### config.mk
export PLATFORM = sky130hd
export DESIGN_NAME = apb4_slave_regbank
export DESIGN_NICKNAME = d
export VERILOG_FILES = /design/src/rtl/apb4_slave_regbank.sv
export SDC_FILE = /design/constraint.sdc
export NUM_CORES = 1
export LEC_CHECK = 0
export ABC_AREA = 1
export CORE_MARGIN = 4
export CORE_UTILIZATION = 43
export DETAILED_ROUTE_END_ITERATION = 7
export GPL_TIMING_DRIVEN = 0
export PLACE_DENSITY = 0.69
export SKIP_LAST_GASP = 1
export SLEW_MARGIN = 20
export SYNTH_ARGS = -nofsm -noshare
export SYNTH_HDL_FRONTEND = slang
export SYNTH_SLANG_ARGS = --single-unit
### constraint.sdc
create_clock -name PCLK -period 24.9 [get_ports PCLK]
set_input_delay 2.49 -clock PCLK [delete_from_list [all_inputs] [get_ports PCLK]]
set_output_delay 2.49 -clock PCLK [all_outputs]
set_load 0.02 [all_outputs]
### src/rtl/apb4_slave_regbank.sv
// APB4 completer with a bank of NUM_REGS byte-strobed registers, optional wait states
// and privilege filtering. Bus outputs are combinational and nonzero only in the PREADY cycle.
module apb4_slave_regbank #(
   parameter int ADDR_W      = 12,
   parameter int DATA_W      = 32,
   parameter int NUM_REGS    = 16,
   parameter int WAIT_CYCLES = 0,
   parameter bit PRIV_ONLY   = 1'b0
) (
   input  logic                       PCLK,
   input  logic                       PRESET,
   input  logic                       PSEL,
   input  logic                       PENABLE,
   input  logic                       PWRITE,
   input  logic [ADDR_W-1:0]          PADDR,
   input  logic [DATA_W-1:0]          PWDATA,
   input  logic [DATA_W/8-1:0]        PSTRB,
   input  logic [2:0]                 PPROT,
   output logic [DATA_W-1:0]          PRDATA,
   output logic                       PREADY,
   output logic                       PSLVERR,
   output logic [NUM_REGS*DATA_W-1:0] regs_o
);

   localparam int NBYTES = DATA_W / 8;
   localparam int OFF_W  = $clog2(NBYTES);
   localparam logic [ADDR_W-1:0] ALIGN_MASK = ADDR_W'(NBYTES - 1);

   typedef enum logic [1:0] {IDLE, SETUP, ACCESS} state_t;

   state_t              state_q, state_d, phase;
   logic [ADDR_W-1:0]   addr_q, addr_d;
   logic                write_q, write_d;
   logic [DATA_W-1:0]   wdata_q, wdata_d;
   logic [NBYTES-1:0]   strb_q, strb_d;
   logic                priv_q, priv_d;
   logic [3:0]          cnt_q, cnt_d;
   logic [DATA_W-1:0]   regs_q [NUM_REGS];
   logic [DATA_W-1:0]   regs_d [NUM_REGS];

   logic [31:0]         idx;
   logic                err;
   logic                acc_ready;
   logic                violation;
   logic                do_write;
   logic [DATA_W-1:0]   rd_word;
   logic                unused_prot;

   assign unused_prot = ^PPROT[2:1];

   // The registered state never rests in SETUP: the address-phase cycle is recognised
   // directly from the bus so that the first ACCESS cycle is the one right after it.
   always_comb begin
      phase = state_q;
      if (state_q == IDLE && PSEL && !PENABLE) begin
         phase = SETUP;
      end
   end

   always_comb begin
      idx = 32'(addr_q >> OFF_W);
      err = (idx >= 32'(NUM_REGS)) || ((addr_q & ALIGN_MASK) != '0) || (PRIV_ONLY && !priv_q);
   end

   assign violation = (state_q == IDLE) && PSEL && PENABLE && !PRESET;
   assign acc_ready = (state_q == ACCESS) && PSEL && PENABLE && (cnt_q == 4'(WAIT_CYCLES));
   assign do_write  = acc_ready && write_q && !err;

   always_comb begin
      rd_word = '0;
      for (int k = 0; k < NUM_REGS; k++) begin
         if (idx == 32'(k)) begin
            rd_word = regs_q[k];
         end
      end
   end

   assign PREADY  = acc_ready || violation;
   assign PSLVERR = violation || (acc_ready && err);
   assign PRDATA  = (acc_ready && !write_q && !err) ? rd_word : '0;

   always_comb begin
      state_d = state_q;
      cnt_d   = cnt_q;
      addr_d  = addr_q;
      write_d = write_q;
      wdata_d = wdata_q;
      strb_d  = strb_q;
      priv_d  = priv_q;
      case (phase)
         SETUP: begin
            state_d = ACCESS;
            cnt_d   = '0;
            addr_d  = PADDR;
            write_d = PWRITE;
            wdata_d = PWDATA;
            strb_d  = PSTRB;
            priv_d  = PPROT[0];
         end
         ACCESS: begin
            // Dropping PSEL before completion abandons the transfer.
            if (!PSEL || acc_ready) begin
               state_d = IDLE;
            end else if (cnt_q != 4'(WAIT_CYCLES)) begin
               cnt_d = cnt_q + 4'd1;
            end
         end
         default: ;
      endcase
   end

   always_comb begin
      for (int k = 0; k < NUM_REGS; k++) begin
         regs_d[k] = regs_q[k];
         for (int b = 0; b < NBYTES; b++) begin
            if (do_write && idx == 32'(k) && strb_q[b]) begin
               regs_d[k][b*8 +: 8] = wdata_q[b*8 +: 8];
            end
         end
      end
   end

   always_ff @(posedge PCLK or posedge PRESET) begin
      if (PRESET) begin
         state_q <= IDLE;
         cnt_q   <= '0;
         addr_q  <= '0;
         write_q <= 1'b0;
         wdata_q <= '0;
         strb_q  <= '0;
         priv_q  <= 1'b0;
         for (int k = 0; k < NUM_REGS; k++) begin
            regs_q[k] <= '0;
         end
      end else begin
         state_q <= state_d;
         cnt_q   <= cnt_d;
         addr_q  <= addr_d;
         write_q <= write_d;
         wdata_q <= wdata_d;
         strb_q  <= strb_d;
         priv_q  <= priv_d;
         for (int k = 0; k < NUM_REGS; k++) begin
            regs_q[k] <= regs_d[k];
         end
      end
   end

   for (genvar gi = 0; gi < NUM_REGS; gi++) begin : g_regs_out
      assign regs_o[gi*DATA_W +: DATA_W] = regs_q[gi];
   end

endmodule

# ---- Word level (Yosys, flattened, before mapping)
# Cells that the tools add are included.
dict set report classes {
  n_addsub 1
  n_lt_le_gt_ge 1
  eq_ne 21
  mux 23
  reduce_logical 109
}
# operator count
set op_table {}
lappend op_table {{$mux W32} 17}
lappend op_table {{$logic_and A1 B1 Y1} 92}
lappend op_table {{$eq A10 B4 Y1 const B} 8}
lappend op_table {{$eq A10 B3 Y1 const B} 4}
lappend op_table {{$logic_not A32 Y1} 1}
lappend op_table {{$eq A10 B2 Y1 const B} 2}
lappend op_table {{$reduce_bool A12 Y1} 1}
lappend op_table {{$eq A10 B1 Y1 const B} 1}
lappend op_table {{$ge A10 B5 Y1 const B} 1}
lappend op_table {{$mux W4} 2}
lappend op_table {{$pmux W4 S2} 1}
lappend op_table {{$ne A2 B2 Y1 const B} 3}
lappend op_table {{$logic_not A1 Y1} 5}
lappend op_table {{$add A4 B1 Y4 const B} 1}
lappend op_table {{$eq A2 B2 Y1 const B} 2}
lappend op_table {{$logic_not A4 Y1} 1}
lappend op_table {{$logic_or A1 B1 Y1} 4}
lappend op_table {{$mux W2} 2}
lappend op_table {{$pmux W2 S2} 1}
lappend op_table {{$reduce_bool A4 Y1} 1}
lappend op_table {{$reduce_and A3 Y1} 1}
lappend op_table {{$eq A2 B1 Y1 const B} 1}
lappend op_table {{$logic_not A2 Y1} 1}
lappend op_table {{$reduce_and A2 Y1} 1}
lappend op_table {{$reduce_bool A2 Y1} 1}
dict set report totals {
  register_bits 567
  inputBits 56
  word_cells 225
}

# ---- Logic depth before layout (Yosys ltp)
dict set report logic_depth {
  depth_word 18
  mapped_depth 15
}

# ---- Worst setup path before layout
# No wires, ideal clock.
dict set report synth_timing {
  path_type {input -> output}
  start {in PRESET}
  end {out PSLVERR}
  arrival_time_ns 15.612
  t_required_ns 22.410
  setup_slack_ns 6.798
  path_stages 3
  path_cell_list {inv_1 -> nand3_1 -> o21ai_0}
}
dict set report synth_via {
  elab_chain_len 3
}
# item line_no
set synth_lines {}
lappend synth_lines {{start, declared} 11} ;# input logic PRESET,
lappend synth_lines {{$logic_not A1 Y1 (no line)} n/a}
lappend synth_lines {{$logic_and A1 B1 Y1} 65} ;# assign violation = (state_q == IDLE) && PSEL && PENABLE && !PRESET;
lappend synth_lines {{$logic_or A1 B1 Y1} 79} ;# assign PSLVERR = violation || (acc_ready && err);
lappend synth_lines {{end, declared} 21} ;# output logic PSLVERR,
# No other way between the ends.

# ---- Worst setup path after layout
dict set report layout_timing {
  start {in PSEL}
  end {out PRDATA[4]}
}
dict set report layout_via {
  elab_chain_len 6
}
# item line_no
set layout_lines {}
lappend layout_lines {{start, declared} 12} ;# input logic PSEL,
lappend layout_lines {{$logic_and A1 B1 Y1 (3 in a row)} 66} ;# assign acc_ready = (state_q == ACCESS) && PSEL && PENABLE && (cnt_q == 4'(WAIT_CYCLES));
lappend layout_lines {{$logic_and A1 B1 Y1 (2 in a row)} 80} ;# assign PRDATA = (acc_ready && !write_q && !err) ? rd_word : '0;
lappend layout_lines {{$mux W32} 80}
lappend layout_lines {{end, declared} 19} ;# output logic [DATA_W-1:0] PRDATA,
# No other way between the ends.

==> results.cfg <==
[cells_and_area]
num_antenna_cells = 0
num-nets-final = 3753
final_cell_mix = nand2_1 (1013), clkdlybuf4s50_1 (598), dfrtp_1 (566), o21ai_0 (509), nor2_1 (211)
finish.utilization = 0.6000
area_growth_pct = 37.51
final_common_cell = nand2_1
fill_cells = 5085
final_cell_area_mm2 = 0.03403
drive_above_1_share = 0.04219

[clock_tree]
cts.sinks = 566
h-tree-depth = 2
tritoncts = done
clkTransAtPathRegs_ps = 60
clock_latency_ps = 630
cts_hold_buf = 0
cts_post_setup_buffers_inserted = 0
clock_path_buffers = 3
cts_root_buffer = clkbuf_16
cts-buffers-inserted = 60
cts.repair.resized = 0

[timing]
clock.fmax_mhz = 119.1
holdWs_ps = 483.4
worst_pin_slew_ps = 1258
fin_ws_ps = 16500
rsz0062_at_grt = no
setup_viol = 0
fin_crit_ps = 8398
hold_viol = 0
slew_headroom = 0.1533
fin_crit_sh = 0.3373
finClkSkew_ps = 17.35
slew_violations = 0

[setup_path]
cp_max_fo = 10
worstPathRequired_ps = 22410
arrival_ps = 5910
crit_path_end_kind = output port
path_class = primary input to output port
startpoint_type = primary input

[logic_synthesis]
synth_seq_area_share = 0.5724
synth.ff_latch_count = 566
synth_area_per_cell_um2 = 8.172
netlist_instances = 3028
yosysUniqueCellTypes = 27
synth_area_mm2 = 0.02474
syn_nets = 3086
synth_warnings = 0

[drt]
ant_nets = 0
avgRoutedWirePerCell_um = 24.35
num_vias = 24975
wl_met1_um = 41540
topRoutingLayerUsed = met4
drt_iter0_markers = 2684
wirelength_um = 109600
drc_errors = 0
via_per_inst = 5.549
met2WireLength_um = 51130
firstDrtPassIters = 5
wl_met3_um = 11740

[grt]
grt_antenna_before_repair = 0
first_global_vias = 23794
grt_overflow_total = 0
gr-usage-all-layers = 0.3479
grt_pass1_wl_um = 157600
grt_max_degree = 103

[floorplan]
io_pins = 602
dieArea_mm2 = 0.06145
row_count = 87
die_h_um = 247.9
core-area_mm2 = 0.05671
die_x_um = 247.9
start_util = 0.4363

[outcome]
outcome = complete, no violations

[min_path]
hold_class = flop to flop

[place]
dpl-instance-area_mm2 = 0.03185
hpwl_um = 86290
gp_congestion = 0.9642
numPortBuffers = 598
dpl_worst_slack_ps = 16210

[run]
maxCapViolCount = 0

[power]
p_leak_nw = 14.54
finalPower_w = 0.002113
p_per_area_mw_per_mm2 = 62.11
vdd.ir_drop.worst_mv = 0.05343
## report_power, final
part | internal (W) | leakage [nW] | switching [W]
Clock | 0.000590 | 1.06 | 0.000395
Sequential | 0.000937 | 7.83 | 0.00000828
Combinational | 0.0000311 | 5.64 | 0.000152
## cells in the mapped netlist, drive strengths merged
cell type / instances / area, µm²
dfrtp: 566 / 14160
nand3: 130 / 650.6
o21ai: 567 / 2838
o22ai: 1 / 6.260
nor3: 8 / 50.05
nand2: 1013 / 3802
nor4: 9 / 90.09
ha: 2 / 25.02
nand4: 92 / 575.6
and3: 3 / 18.77
nor3b: 1 / 7.510
buf: 22 / 116.4
nor2: 214 / 808.3
o21bai: 1 / 7.510
a21oi: 56 / 280.3
or2: 7 / 43.80
clkbuf: 152 / 570.6
inv: 184 / 690.7
## final timing paths
path | cells past startpoint | from | slack [ps] | endpoint
worst min-delay path | 2 | addr_q[6] | 480 | addr_q[6]
worst max register to register | 7 | addr_q[9] | 21440 | regs_o[68]
max in group asynchronous | 4 | PRESET | 21070 | regs_o[408]
worst max-delay path | 11 | PSEL | 16500 | PRDATA[4]
min in group asynchronous | 2 | PRESET | 2360 | wdata_q[2]
worst min register to register | 2 | addr_q[6] | 480 | addr_q[6]
## layout make-up
type | instances | area [µm²] | share of cell area
clock buffers | 78 | 1720 | 0.05056
flip-flops and latches | 566 | 14160 | 0.4163
multi-input cells | 2104 | 9231 | 0.2713
plain buffers | 174 | 686.9 | 0.02019
well taps | 756 | 945.9 | 0.02780
clock inverters | 34 | 444.2 | 0.01305
repair buffers | 605 | 6136 | 0.1803
inverters | 184 | 698.2 | 0.02052
## layer usage
| metal | up-vias | track usage |
|---|---|---|
| met5 | - | 0 |
| met4 | 0 | 0.1424 |
| met3 | 233 | 0.09756 |
| met2 | 1287 | 0.5631 |
| met1 | 12205 | 0.4431 |
| li1 | 11250 | - |
## sequential cells by signal, summed over array words and instances (netlist names)
name / count
regs_o: 512
wdata_q: 32
addr_q: 12
cnt_q: 4
strb_q: 4
state_q: 1
write_q: 1
## cells by family (layout without fill, tap and decap cells)
group | count (synthesis) | count (layout) | share of synthesized area
and+or+nand+nor | 1477 | 1477 | 0.2444
AOI/OAI and AO/OA | 625 | 625 | 0.1266
DFF | 566 | 566 | 0.5724
buffers and inverters | 358 | 1075 | 0.05567
adders and majority gates | 2 | 2 | 0.001011
## metrics by stage
step	cells	TNS [ps]
final	4501	0
after global routing	4501	0
after CTS	4501	0
after detailed placement	4389	0
after global placement	4382	-238970
after floorplan	3028	0
## worst max-delay path, stage by stage
cell and delay (ps):
clkdlybuf4s50_1 530, nand2_1 70, nor3_1 300, nand2_1 120, nor2_2 570, inv_1 400
clkbuf_1 430, nor2_1 220, nand2_1 100, inv_1 60, clkdlybuf4s50_1 590
Power figures use the tool's default switching activity.
